==> src/rtl/fetch_unit.sv <==
// Instruction fetch stage for the multi-cycle RV32I core: owns the PC, fetches
// one word per instruction over a ready handshake, holds it for EXEC, selects
// the next PC and halts with a sticky fault on misaligned targets or
// non-32-bit encodings.
module fetch_unit #(
  parameter int unsigned           ADDR_WIDTH = 32,
  parameter logic [ADDR_WIDTH-1:0] RESET_PC   = '0,
  parameter logic [31:0]           NOP_INST   = 32'h0000_0013
) (
  input  logic                  clk,
  input  logic                  rst_n,
  output logic                  imem_req,
  output logic [ADDR_WIDTH-1:0] imem_addr,
  input  logic                  imem_ready,
  input  logic [31:0]           imem_rdata,
  input  logic                  PCSel,
  input  logic [ADDR_WIDTH-1:0] alu_result,
  input  logic                  stall,
  output logic [ADDR_WIDTH-1:0] pc,
  output logic [ADDR_WIDTH-1:0] pc_plus4,
  output logic [31:0]           inst,
  output logic [4:0]            opcode_eff,
  output logic [2:0]            funct3,
  output logic                  inst_valid,
  output logic                  fetch_fault,
  output logic [1:0]            fault_cause,
  output logic [31:0]           instret
);

  typedef enum logic [1:0] {IDLE, FETCH, EXEC, FAULT} state_t;

  state_t                state, state_nxt;
  logic [ADDR_WIDTH-1:0] pc_nxt;
  logic [ADDR_WIDTH-1:0] target;
  logic [31:0]           inst_nxt;
  logic [31:0]           instret_nxt;
  logic [1:0]            cause_nxt;

  // Strobes and decoder fields are pure wiring of registered state
  assign imem_req    = (state == FETCH);
  assign inst_valid  = (state == EXEC);
  assign fetch_fault = (state == FAULT);
  assign imem_addr   = pc;
  assign pc_plus4    = pc + ADDR_WIDTH'(4);
  assign opcode_eff  = inst[6:2];
  assign funct3      = inst[14:12];

  // Candidate next PC; bit 0 of a jump target is always dropped (JALR rule)
  assign target = PCSel ? {alu_result[ADDR_WIDTH-1:1], 1'b0} : pc_plus4;

  // State, PC, instruction, retire counter and fault cause registers
  always_ff @(posedge clk or negedge rst_n) begin
    if (!rst_n) begin
      state       <= IDLE;
      pc          <= RESET_PC;
      inst        <= NOP_INST;
      instret     <= '0;
      fault_cause <= '0;
    end else begin
      state       <= state_nxt;
      pc          <= pc_nxt;
      inst        <= inst_nxt;
      instret     <= instret_nxt;
      fault_cause <= cause_nxt;
    end
  end

  // Next-state and next-register values; everything holds by default
  always_comb begin
    state_nxt   = state;
    pc_nxt      = pc;
    inst_nxt    = inst;
    instret_nxt = instret;
    cause_nxt   = fault_cause;
    case (state)
      IDLE: state_nxt = FETCH;
      FETCH: begin
        if (imem_ready) begin
          if (imem_rdata[1:0] == 2'b11) begin
            inst_nxt  = imem_rdata;
            state_nxt = EXEC;
          end else begin
            cause_nxt = 2'b10;
            state_nxt = FAULT;
          end
        end
      end
      EXEC: begin
        if (!stall) begin
          if (target[1:0] == 2'b00) begin
            pc_nxt      = target;
            instret_nxt = instret + 32'd1;
            state_nxt   = FETCH;
          end else begin
            cause_nxt = 2'b01;
            state_nxt = FAULT;
          end
        end
      end
      FAULT: state_nxt = FAULT;
      default: state_nxt = IDLE;
    endcase
  end

endmodule

==> config.mk <==
export PLATFORM = sky130hd
export DESIGN_NAME = fetch_unit
export DESIGN_NICKNAME = d
export VERILOG_FILES = /design/src/rtl/fetch_unit.sv
export SDC_FILE = /design/constraint.sdc
export NUM_CORES = 1
export LEC_CHECK = 0
export CORE_UTILIZATION = 40
export CTS_CLUSTER_SIZE = 20
export DETAILED_ROUTE_END_ITERATION = 8
export GPL_TIMING_DRIVEN = 0
export PLACE_DENSITY = 0.78
export SYNTH_ARGS = -nofsm -noshare
export SYNTH_HDL_FRONTEND = slang
export SYNTH_SLANG_ARGS = --single-unit
==> constraint.sdc <==
create_clock -name clk -period 2.12 [get_ports clk]
set_input_delay 0.424 -clock clk [delete_from_list [all_inputs] [get_ports clk]]
set_output_delay 0.424 -clock clk [all_outputs]
set_load 0.01 [all_outputs]
-- Word-level counts from Yosys, hierarchy flattened
Cells that the tools add are included.
W data, S select, Z words.
- register bits: 100
- bits of input ports: 69
- logic and storage cells: 34
- add/sub/neg operators: 2
- eq/ne operators: 8
- muxes and demuxes: 11
- bitwise gates (word level): 1
- reductions and logical operators: 7
- operators with widths (operator ; number):
    $add A32 B1 Y32 const B ; 1
    $add A32 B3 Y32 const B ; 1
    $mux W32 ; 1
    $mux W2 ; 7
    $pmux W2 S4 ; 1
    $eq A2 B2 Y1 const B ; 3
    $ne A2 B2 Y1 const B ; 3
    $reduce_and A3 Y1 ; 2
    $reduce_and A5 Y1 ; 1
    $logic_not A2 Y1 ; 2
    $pmux W2 S2 ; 1
    $eq A2 B1 Y1 const B ; 1
    $ne A2 B1 Y1 const B ; 1
    $reduce_and A2 Y1 ; 1
    $reduce_bool A2 Y1 ; 1
    $mux W1 ; 1
    $not A1 Y1 ; 1

-- Depth between registers and ports, before layout
Gate-level depths: netlist (run 1).
- depth in word-level cells: 6
- gate-level depth with buffers: 10
- gate-level depth less buffers: 6

-- Least setup slack after synthesis (run 1)
Ideal clock, no wire load.
- path type: flip-flop to output port
- start: register pc[3], in the netlist imem_addr[3]
- end: output pc_plus4[22]
- arrival: 1.975 ns
- required time: 1.696 ns
- slack: -0.279 ns
- cell stages (with the launch flop): 7
- cell sequence: dfrtp_1 -> ha_1 -> nand2_1 -> or4_1 -> buf_2 -> or3_4 -> xnor2_1
- cells in the longest elaborated chain, start to end: 1
- RTL lines (element ; RTL line ; text):
    start, declared ; 19 ; output logic [ADDR_WIDTH-1:0] pc,
    start signal, assigned ; 61 ; pc <= pc_nxt;
    $add A32 B3 Y32 ; 44 ; assign pc_plus4 = pc + ADDR_WIDTH'(4);
    end, declared ; 20 ; output logic [ADDR_WIDTH-1:0] pc_plus4,
No other way between the ends.

-- Final worst setup path (run 1)
- start: register pc[21], in the netlist imem_addr[21]
- end: output pc_plus4[27]
Same word-level chain as after synthesis.

==> results.md, run 1 <==
* IO Count at 242
* Cell type with the largest total area after synthesis: sky130_fd_sc_hd__dfrtp_1
* Average vias per placed instance at 5.95
* Final period demand of the worst path at 2.78 ns
* RD Place Congestion at 0.918
* DRC errors left at 0
* Netlist area before placement at 0.00587 sq mm
* Crit path to: pc_plus4[27]
* Number of nets in the layout at 1,008
* Source-to-sink clock delay at the later pin of the worst-skew pair at 0.36 ns
* Number of DRC markers in iteration 0 at 775
* Number of enable flip-flop cells after synthesis at 0
* Setup violators final at 29
* Tcrit/Tclk final at 131%
* Critical path start-end classification: reg -> out
* Root buffer cell: sky130_fd_sc_hd__clkbuf_16
* Required time of the critical path at 1.70 ns
* Count of nets left with antenna violations after detail routing at 0
* DP HPWL at 13,600 um
* Core region area at 0.0141 sq mm
* Setup Total Neg Slack at -9.89 ns
* Wire length per cell at 21.6 um
* Highest Clock Rate at 360 MHz
* Area contributors post-synth: sky130_fd_sc_hd__dfrtp_1, sky130_fd_sc_hd__mux2_2, sky130_fd_sc_hd__xnor2_1
* Worst-case vdd ir drop at 0.922 mV
* Clock input transition at the sequential cells of the worst setup and hold paths at 0.08 ns
* Share of flip-flops with an asynchronous set or reset at 100%
* Reg2Reg Setup Slack at -0.20 ns
* Setup slack of the critical path after layout at -0.659 ns
* Number of failing hold endpoints at the final stage at 0
* Number of distinct library cell variants in the gate-level netlist after synthesis at 56
* Worst r2r src: imem_addr[2]
* Setup repair after global routing missed its margin: yes
* Initial antenna violation count at 0
* Deepest level of the CTS H-tree at 3
* GR Overflow Total at 0
* Initial Util at 41.6%
* Least-Margin Pin Slew at 0.757 ns
* Worst Hold Slack at 0.124 ns
* PD cells at 1110 mW/mm^2
* R2r worst-path depth at 8
* CTS tree: done
* Syn_area_per_cell at 9.90 sq um
* Number of buffers created by CTS at 9
* Number of buffers added on ports at 238
* Cell Rows at 43
* Type of origin of the critical path: register
* Max-slew headroom at 49.1%
* TritonCTS Sinks at 100
* Pins Over Slew Limit at 0
* Most frequently used flop master after synthesis: sky130_fd_sc_hd__dfrtp_1
* Synth cell count leaders: sky130_fd_sc_hd__dfrtp_1, sky130_fd_sc_hd__nand2_1, sky130_fd_sc_hd__buf_4, sky130_fd_sc_hd__xnor2_1
* Run status: finished with violations
* Diode insertion count for antenna repair at 0
* Most frequent cell after synthesis: sky130_fd_sc_hd__dfrtp_1
* Worst path arrival time at 2.36 ns
* Ys Warns at 0
* Sequential share of the synthesized area at 42.7%
* Total of hold buffers inserted after clock tree synthesis at 0
* Non-Filler Cell Area, Final at 0.0102 sq mm
* Maximum fanout encountered on the critical timing path at 6
* Cell area after placement at 0.00858 sq mm
* Number of global-route vias before repair at 6,401
* Final cell count without fillers at 1,118
* Post-placement worst setup slack at -0.834 ns
* Flop and latch count out of synthesis at 100
* Critical path startpoint: imem_addr[21]
* CP Capture Type: primary output
* Layout cells sized above 1 at 35.8%
* Failing checks: setup timing
* Total Routed Length at 24,100 um
* Static leakage power at 4.38 nW
* R2R Path End: imem_addr[30]
* Number of nets in the synthesized netlist at 668
* Vias post-DR at 6,653
* Overall die area at 0.0152 sq mm
* Core occupancy in the finished layout at 72.0%
* HP Class: in -> async
* GR Util All Layers at 29.1%
* Synthesized netlist cell count at 593
* Worst-case clock buffer depth at 2
* Number of max-cap violations at 0
* Drt first pass iters at 6
* Maximum number of pins on one net before global-route repair at 55
* Post-route total power at 11.2 mW
* Height of the die at 123 um
* First-pass GRT wire length at 33,600 um
* Fraction of post-synthesis cell area in the top cell type by area at 41.4%
* Cell total after placement at 1,012
* Clk_skew at 0.0145 ns
* Area growth from synthesis to layout at 73.0%
* Die W at 123 um
==> logic make-up (layout without fill, tap and decap cells) <==
family / count (synthesis) / in the layout / synth area share (%)
AND/OR/NAND/NOR: 216 / 216 / 21.2
flip-flops: 100 / 100 / 42.7
buffers and inverters: 94 / 439 / 9.10
AO/OA/AOI/OAI: 81 / 81 / 9.85
XOR/XNOR: 58 / 58 / 8.65
multiplexers: 38 / 38 / 7.23
adder cells (fa/ha/maj): 6 / 6 / 1.28
==> worst max-delay path, cell delays in order, from the launching register on <==
cell and delay (ns):
sky130_fd_sc_hd__dfrtp_2 0.45, sky130_fd_sc_hd__nand3_4 0.19, sky130_fd_sc_hd__or4_4 0.61, sky130_fd_sc_hd__or3_4 0.43, sky130_fd_sc_hd__xnor2_4 0.15, sky130_fd_sc_hd__buf_2 0.15
==> metal layers <==
metal / global-route usage, % / vias to the layer above / routed length [um]
li1: - / 2792 / -
met1: 34.4 / 3125 / 8630
met2: 47.1 / 578 / 11400
met3: 6.78 / 158 / 2620
met4: 19.1 / 0 / 1450
met5: 0 / - / 0
==> sequential cells by signal, summed over array words and instances, names as in the netlist <==
register,flops
imem_addr,32
inst,32
instret,32
fault_cause,2
state,2
==> layout make-up <==
type | count | area, sq um
sequential | 100 | 2530
clock inverter | 3 | 18.8
clock buffer | 13 | 270
buffer | 71 | 492
tap | 180 | 225
multi-input combinational | 399 | 3400
fill | 899 | 3940
inverter | 17 | 63.8
timing repair buffer | 335 | 3150
==> power by group <==
| group | total, mW | internal, mW | switching, mW |
|---|---|---|---|
| logic | 6.53 | 3.55 | 2.98 |
| registers | 3.06 | 2.49 | 0.569 |
| clock network | 1.65 | 0.896 | 0.759 |
==> worst min-delay path by stage <==
stage          cells past startpoint  slack [ns]              to   startpoint
2_1_floorplan                      0        0.13  fault_cause[0]        rst_n
3_3_place_gp                       1        0.46     instret[31]  instret[31]
3_5_place_dp                       1        0.47     instret[31]  instret[31]
4_1_cts                            1        0.14   imem_addr[31]        rst_n
5_1_grt                            1        0.17   imem_addr[31]        rst_n
6_report                           1        0.12   imem_addr[31]        rst_n
==> cells in the final DEF, fill, tap and decap left out, types with 16 or more instances in the layout <==
cell type and count:
sky130_fd_sc_hd__nand2_1 41, sky130_fd_sc_hd__clkbuf_1 16, sky130_fd_sc_hd__mux2_2 35, sky130_fd_sc_hd__nand4_1 16
sky130_fd_sc_hd__nand3_1 25, sky130_fd_sc_hd__xnor2_1 21, sky130_fd_sc_hd__clkdlybuf4s50_1 207, sky130_fd_sc_hd__buf_6 34
sky130_fd_sc_hd__xor2_1 20, sky130_fd_sc_hd__buf_4 114, sky130_fd_sc_hd__dfrtp_2 23, sky130_fd_sc_hd__buf_2 26
sky130_fd_sc_hd__dfrtp_1 74
==> what timing repair did <==
item,4_1_cts,5_1_grt
setup endpoints to repair,70,51
setup buffers,75,31
endpoints found under the hold margin,0,0
resized for setup,213,61
pin swaps,31,30
No activity file was read; power rests on OpenSTA's default activity.
==> inputs of run 2 (changes only) <==
- SLEW_MARGIN: unset -> 20
==> results.md, run 2 (synthesis gave the netlist of run 1 again) <==
* Number of buffers added on ports at 238 (unchanged)
* Root buffer cell: sky130_fd_sc_hd__clkbuf_16
* Worst-case clock buffer depth at 2 (unchanged)
* PD cells at 1100 mW/mm^2 (-0.26%)
* Global routing usage on met1 at 35.2% (+0.85 points)
* Least-Margin Pin Slew at 0.762 ns (+0.00495 ns)
* Deepest level of the CTS H-tree at 3 (unchanged)
* CP Capture Type: primary output
* Max-slew headroom at 48.8% (-0.33 points)
* Highest Clock Rate at 354 MHz (-1.6%)
* Area growth from synthesis to layout at 74.3%
* Number of global-route vias before repair at 6,609 (+3.2%)
* RD Place Congestion at 0.918 (unchanged)
* Die W at 123 um (unchanged)
* Layout cells sized above 1 at 36.7% (+0.84 points)
* Drt first pass iters at 5 (-1)
* Pins Over Slew Limit at 0 (unchanged)
* DRC errors left at 0 (unchanged)
* Final period demand of the worst path at 2.82 ns (+0.0454 ns)
* Number of failing hold endpoints at the final stage at 0 (unchanged)
* Overall die area at 0.0152 sq mm (unchanged)
* Reg2Reg Setup Slack at -0.08 ns (+0.12 ns)
* Worst-case vdd ir drop at 0.996 mV (+7.9%)
* Maximum fanout encountered on the critical timing path at 8 (+2)
* HP Class: in -> async
* Maximum number of pins on one net before global-route repair at 55 (unchanged)
* Run status: finished with violations
* GR Util met2 at 48.6% (+1.5 points)
* Most used cells in the layout excluding fill and tap cells: sky130_fd_sc_hd__clkdlybuf4s50_1, sky130_fd_sc_hd__buf_4, sky130_fd_sc_hd__dfrtp_1
* IO Count at 242 (unchanged)
* Count of nets left with antenna violations after detail routing at 0 (unchanged)
* GR Util All Layers at 30.0% (+0.97 points)
* Initial Util at 41.6% (unchanged)
* Setup violators final at 27 (-6.9%)
* Total Routed Length at 24,200 um (+0.16%)
* Number of max-cap violations at 0 (unchanged)
* Crit path to: pc_plus4[27]
* Worst r2r src: imem_addr[7]
* Number of nets in the layout at 1,011 (+0.30%)
* Critical path start-end classification: reg -> out
* Type of origin of the critical path: register
* Number of DRC markers in iteration 0 at 726 (-6.3%)
* First-pass GRT wire length at 34,600 um (+3.1%)
* Tcrit/Tclk final at 133% (+2.1 points)
* GR Overflow Total at 0 (unchanged)
* Worst path arrival time at 2.40 ns (+0.04 ns)
* Diode insertion count for antenna repair at 0 (unchanged)
* Average vias per placed instance at 6.00 (+0.80%)
* Initial antenna violation count at 0 (unchanged)
* Clock input transition at the sequential cells of the worst setup and hold paths at 0.08 ns (about the same)
* Number of buffers created by CTS at 9 (unchanged)
* Static leakage power at 4.41 nW (+0.65%)
* Cell Rows at 43 (unchanged)
* DP HPWL at 13,600 um (+0.28%)
* R2r worst-path depth at 10 (+2)
* Required time of the critical path at 1.70 ns (about the same)
* CTS tree: done
* Height of the die at 123 um (unchanged)
* Setup slack of the critical path after layout at -0.705 ns (-0.0454 ns)
* Critical path startpoint: imem_addr[16]
* Most common cell after layout, fill and taps aside: sky130_fd_sc_hd__clkdlybuf4s50_1
* Failing checks: setup timing
* R2R Path End: imem_addr[17]
* Global-route met3 utilization at 7.56% (+0.78 points)
* Vias post-DR at 6,724 (+1.1%)
* Wire length per cell at 21.5 um (-0.11%)
* Most Crowded Layer GR: met2
* Clk_skew at 0.0145 ns (+0.0000178 ns)
* Post-route total power at 11.3 mW (+0.50%)
* Core region area at 0.0141 sq mm (unchanged)
* Setup repair after global routing missed its margin: yes
* Source-to-sink clock delay at the later pin of the worst-skew pair at 0.37 ns (about the same)
* TritonCTS Sinks at 100 (unchanged)
* Post-placement worst setup slack at -0.835 ns (-0.000698 ns)
## run 2: worst min path at each step
stage	start	to	slack [ns]	cells past startpoint
2_1_floorplan	rst_n	fault_cause[0]	0.13	0
3_3_place_gp	instret[31]	instret[31]	0.46	1
3_5_place_dp	rst_n	imem_addr[20]	0.41	1
4_1_cts	rst_n	imem_addr[31]	0.03	1
5_1_grt	rst_n	imem_addr[31]	0.04	1
6_report	rst_n	imem_addr[20]	0.009	1
## run 2: worst max-delay path, stage by stage, from the launching register on
cell                      delay (ns)
sky130_fd_sc_hd__dfrtp_2        0.47
sky130_fd_sc_hd__nand4_1        0.27
sky130_fd_sc_hd__or4_4          0.64
sky130_fd_sc_hd__or3_4          0.39
sky130_fd_sc_hd__xnor2_4        0.13
sky130_fd_sc_hd__buf_2          0.15
## run 2: timing repair
action | in CTS | in global routing
buffers inserted | 75 | 33
setup endpoints to repair | 70 | 53
pin swaps | 32 | 31
hold buffers | 0 | 0
resized for setup | 222 | 57
## run 2: metal layers
layer / wire length [um] / share of wire [%] / vias to the layer above
met2: 11400 / 47 / 605
li1: - / - / 2789
met4: 1750 / 7.2 / 0
met1: 8520 / 35 / 3164
met3: 2470 / 10 / 166
met5: 0 / 0 / -
## run 2: cell type report
cell class / instances / area, sq um
fill: 884 / 3860
multi-input combinational: 399 / 3440
clock buffer: 13 / 270
clock inverter: 3 / 18.8
tap: 180 / 225
inverter: 17 / 63.8
sequential: 100 / 2530
timing repair buffer: 337 / 3170
buffer: 72 / 508
## run 2: report_power, final
group | internal, mW | total [mW] | switching (mW)
registers | 2.50 | 3.09 | 0.599
clock network | 0.895 | 1.67 | 0.772
logic | 3.55 | 6.54 | 2.99
total | 6.94 | 11.3 | 4.36
## run 2: per-stage QoR
step	hold WS, ns	utilization [%]	instances	cell area, sq um	TNS (ns)
6_report	0.00918	72.6	1121	10200	-10.98
5_1_grt	0.0380	72.6	1121	10200	-12.19
4_1_cts	0.0250	69.9	1098	9850	-7.39
3_5_place_dp	0.414	60.9	1012	8580	-34.99
3_3_place_gp	0.462	60.7	1011	8550	-342.19
2_1_floorplan	0.128	-	593	5950	-0.478
==> inputs of run 3 (changes only) <==
- SLEW_MARGIN: 20 -> unset
==> results of run 3 <==
No change in the layout: final DEF, timing and power equal those of run 1.
